`src/rtl/sram_port_arbiter.sv`:
```
// Shares one SRAM-like memory port between the inst and data requesters with fixed
// data>inst priority, a registered grant and an in-order owner-tag FIFO for responses.
module sram_port_arbiter #(
    parameter int DEPTH = 2
) (
    input  logic                         clk,
    input  logic                         resetn,

    input  logic                         inst_req,
    input  logic                         inst_wr,
    input  logic [1:0]                   inst_size,
    input  logic [3:0]                   inst_wstrb,
    input  logic [31:0]                  inst_addr,
    input  logic [31:0]                  inst_wdata,
    output logic                         inst_addr_ok,
    output logic                         inst_data_ok,
    output logic [31:0]                  inst_rdata,

    input  logic                         data_req,
    input  logic                         data_wr,
    input  logic [1:0]                   data_size,
    input  logic [3:0]                   data_wstrb,
    input  logic [31:0]                  data_addr,
    input  logic [31:0]                  data_wdata,
    output logic                         data_addr_ok,
    output logic                         data_data_ok,
    output logic [31:0]                  data_rdata,

    output logic                         mem_req,
    output logic                         mem_wr,
    output logic [1:0]                   mem_size,
    output logic [3:0]                   mem_wstrb,
    output logic [31:0]                  mem_addr,
    output logic [31:0]                  mem_wdata,
    input  logic                         mem_addr_ok,
    input  logic                         mem_data_ok,
    input  logic [31:0]                  mem_rdata,

    output logic [1:0]                   dbg_state,
    output logic [$clog2(DEPTH+1)-1:0]   dbg_count
);

    localparam int PW = $clog2(DEPTH);
    localparam int CW = $clog2(DEPTH + 1);

    typedef enum logic [1:0] {
        IDLE  = 2'd0,
        GNT_D = 2'd1,
        GNT_I = 2'd2
    } state_t;

    state_t          state;
    logic [PW-1:0]   wr_ptr;
    logic [PW-1:0]   rd_ptr;
    logic [CW-1:0]   count;
    logic [DEPTH-1:0] tag_q;    // 1 = data owner, 0 = inst owner

    logic push;
    logic pop;
    logic full;
    logic sel_d;
    logic head;

    // Handshake: a request transfers on the cycle where req and addr_ok are both high;
    // req and all its fields stay stable until then. data_ok returns in issue order.
    assign sel_d = (state == GNT_D);
    assign push  = mem_req & mem_addr_ok;
    assign pop   = mem_data_ok & (count != '0);
    assign full  = (count == CW'(DEPTH));
    assign head  = tag_q[rd_ptr];

    always_ff @(posedge clk or negedge resetn) begin
        if (!resetn) begin
            state  <= IDLE;
            wr_ptr <= '0;
            rd_ptr <= '0;
            count  <= '0;
            tag_q  <= '0;
        end else begin
            case (state)
                IDLE: begin
                    if (!full) begin
                        if (data_req)
                            state <= GNT_D;
                        else if (inst_req)
                            state <= GNT_I;
                    end
                end
                GNT_D, GNT_I: begin
                    if (mem_addr_ok)
                        state <= IDLE;
                end
                default: state <= IDLE;
            endcase

            if (push) begin
                tag_q[wr_ptr] <= sel_d;
                wr_ptr        <= wr_ptr + PW'(1);
            end
            if (pop)
                rd_ptr <= rd_ptr + PW'(1);
            if (push && !pop)
                count <= count + CW'(1);
            else if (!push && pop)
                count <= count - CW'(1);
        end
    end

    // Request fields follow the inst port whenever data does not hold the grant.
    assign mem_req   = (state != IDLE);
    assign mem_wr    = sel_d ? data_wr    : inst_wr;
    assign mem_size  = sel_d ? data_size  : inst_size;
    assign mem_wstrb = sel_d ? data_wstrb : inst_wstrb;
    assign mem_addr  = sel_d ? data_addr  : inst_addr;
    assign mem_wdata = sel_d ? data_wdata : inst_wdata;

    assign inst_addr_ok = mem_addr_ok & (state == GNT_I);
    assign data_addr_ok = mem_addr_ok & (state == GNT_D);
    assign inst_data_ok = pop & ~head;
    assign data_data_ok = pop & head;
    assign inst_rdata   = mem_rdata;
    assign data_rdata   = mem_rdata;

    assign dbg_state = state;
    assign dbg_count = count;

endmodule

```
`config.mk`:
```
export PLATFORM = sky130hd
export DESIGN_NAME = sram_port_arbiter
export DESIGN_NICKNAME = d
export VERILOG_FILES = /design/src/rtl/sram_port_arbiter.sv
export SDC_FILE = /design/constraint.sdc
export NUM_CORES = 1
export LEC_CHECK = 0
export ABC_AREA = 1
export CAP_MARGIN = 10
export CORE_AREA = 2 2 126 128
export DETAILED_ROUTE_END_ITERATION = 8
export DIE_AREA = 0 0 128 130
export GPL_TIMING_DRIVEN = 1
export PLACE_DENSITY = 0.56
export SETUP_SLACK_MARGIN = 0.3
export SLEW_MARGIN = 10
export SYNTH_ARGS = -nofsm -noshare
export SYNTH_HDL_FRONTEND = slang
export SYNTH_SLANG_ARGS = --single-unit
```
`constraint.sdc`:
```
create_clock -name clk -period 1.7 [get_ports clk]
set_input_delay 0.34 -clock clk [delete_from_list [all_inputs] [get_ports clk]]
set_output_delay 0.34 -clock clk [all_outputs]
set_load 0.01 [all_outputs]
```
After elaboration in Yosys (flattened, before gate mapping) --
Index checks and enable logic that the tools add are counted.
Operators by class: reduce and logical (&&, ||, !) cells 11, add/sub/neg operators 4, mux-type cells 17, bitwise logic cells 7, equal/unequal tests 6, $lt $le $gt $ge 3
Operator list (count):
- $mux W32 | 2
- $mux W2 | 7
- $and A1 B1 Y1 | 6
- $reduce_bool A2 Y1 | 3
- $eq A2 B2 Y1 const B | 2
- $lt A1 B2 Y1 const B | 2
- $mux W1 | 4
- $mux W4 | 1
- $ne A2 B2 Y1 const B | 2
- $pmux W2 S2 | 1
- $logic_and A1 B1 Y1 | 3
- $ne A3 B3 Y1 const B | 1
- $reduce_and A3 Y1 | 1
- $add A1 B1 Y1 const B | 2
- $add A2 B1 Y2 const B | 1
- $bwmux W2 | 1
- $eq A2 B1 Y1 const B | 1
- $logic_not A1 Y1 | 2
- $logic_not A2 Y1 | 1
- $reduce_or A2 Y1 | 1
- $sub A2 B1 Y2 const B | 1
- $demux W1 S1 | 1
- $ge A1 B1 Y1 const B | 1
- $not A1 Y1 | 1
Word-level totals: bits in registers 8, bits of input ports 180, logic and storage cells 53, output and inout bits 144

Depth between registers and ports, before layout --
depth after elaboration 6, gate-level depth with buffers 11, gate-level depth less buffers 11

Least setup slack after synthesis --
No wires, ideal clock.
kind flip-flop to output port, start point register state[1] (netlist: dbg_state[1]), end point output mem_addr[0], cell stages (with the launch flop) 8, data required time 1.360 ns, path slack 0.194 ns, path buffers 2, data arrival time 1.166 ns, path through dfrtp_1 > inv_1 > ha_1 > buf_6 > inv_6 > buf_6 > nand2_1 > nand2_1
Between the ends: word-level cells in the longest chain between the ends 2
Ends and longest elaborated chain:
- start: declaration | RTL line 52 | state_t state;
- start signal: assignment | RTL line 74 | state <= IDLE;
- start signal: assignment | RTL line 84 | state <= GNT_D;
- start signal: assignment | RTL line 86 | state <= GNT_I;
- $eq A2 B1 Y1 | RTL line 66 | assign sel_d = (state == GNT_D);
- via sel_d | RTL line 61 | logic sel_d;
- $mux W32 | RTL line 114 | assign mem_addr = sel_d ? data_addr : inst_addr;
- end: declaration | RTL line 33 | output logic [31:0] mem_addr,
The timed path passes the listed nets, and every way through them passes these cells.

Worst setup path after layout --
start point register state[1] (netlist: dbg_state[1]), end point output mem_wdata[11]
Between the ends: word-level cells in the longest chain between the ends 2
Ends and longest elaborated chain:
- $eq A2 B1 Y1 | RTL line 66
- via sel_d | RTL line 61
- $mux W32 | RTL line 115 | assign mem_wdata = sel_d ? data_wdata : inst_wdata;
- end: declaration | RTL line 34 | output logic [31:0] mem_wdata,
The timed path passes the listed nets, and every way through them passes these cells.

==> results.md <==
* Status: finished, violations left
* Violated checks: negative setup slack
* Routed len/inst at 13.7 microns
* Ports at 324
* Delay of the slowest critical-path stage at 0.38 ns
* Data arrival, critical path at 1.53 ns
* CP Launch Type: flip-flop
* Routed WL at 10.2 mm
* DR DRC count at 0
* Initial Util at 12.5%
* DRT Pass-1 Iters at 4
* Distinct cells, synth at 18
* GRT Util Overall at 10.9%
* CTS Buffer Depth at 2
* Number of global-route vias before repair at 2,659
* CP startpoint: dbg_state[1]
* Grt ovf at 0
* Commonest cells after routing, fill and taps aside: 146 x clkdlybuf4s50_1, 131 x nand2_1, 89 x nand2_2
* Critical path fanouts, max at 8
* Vias at 2,743
* Sequential group share of total power at 5.7%
* Critical path data required time at 1.36 ns
* Synthesized area at 0.00193 sq mm
* Synthesized instance count at 359
* Syn Nets at 544
* Hold crit path type: in2async
* Crit-path slowest cell: dfrtp_1
* Commonest non-fill, non-tap cell in the layout: clkdlybuf4s50_1
* H-Tree Depth at 1
* R2R Path End: dbg_count[1]
* Die area at 0.0166 sq mm
* Clock Skew at 0.00288 ns
* R2R depth at 13
* Gpl congestion at 0.768
* # diodes at 0
* R2R Setup Slk at 0 ns
* Setup crit end kind: output port
* Hold_buf cts at 0
* Final core area utilization at 29.8%
* Detailed Place HPWL at 7.77 mm
* Die width at 128 microns
* Mean post-synth cell area at 5.36 sq um
* Clock transition at the registers of the reported paths at 0.04 ns
* Setup violators final at 72
* Worst setup margin at -0.171 ns
* Final ANT Viol Nets at 0
* Fin. max-slew vios at 0
* Rel. slew slack at 74.6%
* Setup CP Type: reg2out
* Setup TNS at -7.67 ns
* Number of vias per cell at 3.68
* Setup crit end: mem_wdata[11]
* Synth-to-layout area growth at 139%
* Nets at 741
* Fillers at 1,713
* Clk sinks at 8
* Footprint of the multi-input gates at 0.00146 sq mm
* Internal power at 0.00335 W
* Logic gate share of total power at 88.0%
* RR Startpoint: dbg_state[0]
* Maximum VDD drop at 0.677 mV
* Iteration-0 DRC Markers at 36
* Share of layout cells above drive strength 1 at 44.2%
* Clk root buf: clkbuf_16
* Num rows at 46
* Power Density at 1360 mW/mm^2
* Crit-path cells: inv_2 -> ha_4 -> buf_12 -> clkinv_16 -> buf_6 -> buf_6 -> nand2_2 -> nand2_2 -> buf_6
* Final period util at 110%
* CTS buffer count at 3
* Clock insertion delay at the later pin of the skew report at 0.23 ns
* Placeable Area at 0.0154 sq mm
* Switching Fraction at 46.4%
* Actual slew at the worst max-slew pin at 0.380 ns
* Sequential share of the synthesized area at 10.4%
* Fmax at 534 MHz
* Leakage at 2.26 nW
* First-pass GRT wire length at 14.3 mm
* RSZ-0062 raised after global routing: yes
* Final hold violation count at 0
* Largest net degree at the start of global routing at 19
* Psw at 0.00290 W
* Yosys reg bits at 8
* Die height at 130 microns
* CTS tree: done
* Yosys Warn Count at 0
* Post-route minimum period at 1.87 ns
* Register area at 200 sq um
* Clock share of power at 6.2%
* Most common cell on crit path: buf_6
* Initial antenna violation count at 0
* Port-buffer cells at 227
* Max_cap viols at 0
[Yosys cell counts]
cell type | number | area share (%)
o21ai_4 | 1 | 0.84
buf_4 | 65 | 25
inv_6 | 1 | 0.45
nand3_1 | 1 | 0.26
o21ai_1 | 2 | 0.52
xnor2_1 | 1 | 0.45
a21oi_1 | 1 | 0.26
nor2_1 | 3 | 0.58
nand2_1 | 236 | 46
nand3_2 | 2 | 1.0
xor2_1 | 1 | 0.45
nand4_1 | 3 | 0.97
inv_2 | 2 | 0.39
ha_1 | 5 | 3.2
buf_6 | 8 | 4.7
dfrtp_1 | 8 | 10
buf_2 | 6 | 1.6
inv_1 | 13 | 2.5
[power groups by stage]
stage | Sequential, W | Clock, W | Combinational (W)
floorplan | 0.000400 | 0 | 0.00245
global placement | 0.000362 | 0 | 0.00491
detailed placement | 0.000363 | 0 | 0.00488
CTS | 0.000350 | 0.000395 | 0.00491
global route | 0.000370 | 0.000406 | 0.00602
finish | 0.000359 | 0.000390 | 0.00551
[worst max-delay path, delay by kind of cell (launching register included)]
| family | cells | cell delay, ns |
|---|---|---|
| adder cells (fa/ha/maj) | 1 | 0.15 |
| AND/OR/NAND/NOR | 2 | 0.08 |
| buffers and inverters | 6 | 0.68 |
| flip-flops | 1 | 0.38 |
[worst min path at each step]
stage                   from  cells past startpoint           end  slack (ns)
global route          resetn                      1  dbg_count[0]        0.41
floorplan             resetn                      0  dbg_count[0]        0.04
CTS                   resetn                      1  dbg_count[0]        0.41
global placement    tag_q[1]                      2      tag_q[1]        0.48
finish                resetn                      1  dbg_count[0]        0.40
detailed placement  tag_q[1]                      2      tag_q[1]        0.49
[per-layer routing]
metal	routed length (microns)	vias up	GRT usage, %
met5	0	-	0
met2	4670	140	17.7
met1	4220	1182	13.7
met3	1060	29	3.40
li1	-	1392	-
met4	272	0	3.56
[cells by family after synthesis]
group                      count (synthesis)  synth area share, %
and+or+nand+nor                          245                 48.9
buffers and inverters                     95                 35.0
DFF                                        8                 10.4
adders and majority gates                  5                 3.25
AOI/OAI and AO/OA                          4                 1.62
xor gates and xnor gates                   2                0.910
[sequential cells by signal, summed over array words and instances (netlist names)]
register / flops
tag_q: 2
dbg_count: 2
wr_ptr: 1
dbg_state: 2
rd_ptr: 1
[per-stage QoR]
stage                     instance area (sq um)  power, W  hold slack [ns]  instances  worst slack (ns)
after CTS                                  4340   0.00566            0.412        738            -0.266
after detailed placement                   4270   0.00525            0.487        725            -0.364
after global placement                     4270   0.00527            0.478        725            -0.368
after global routing                       4600   0.00680            0.414        746            -0.239
final                                      4600   0.00626            0.398        746            -0.171
after floorplan                            2130   0.00285           0.0444        359             0.235
[final cells by class]
class / instances / share of cell area, %
timing repair buffer: 270 / 54.8
multi-input combinational: 256 / 31.7
inverter: 16 / 2.04
timing repair inverter: 1 / 0.245
sequential: 8 / 4.35
tap: 192 / 5.22
clock buffer: 3 / 1.63
[what timing repair did]
action / 4_1_cts / 5_1_grt
cloned: 2 / 3
resized for setup: 304 / 116
pin swaps: 3 / 7
endpoints found under the setup margin: 83 / 84
setup buffers: 8 / 5
Power figures use the tool's default switching activity.
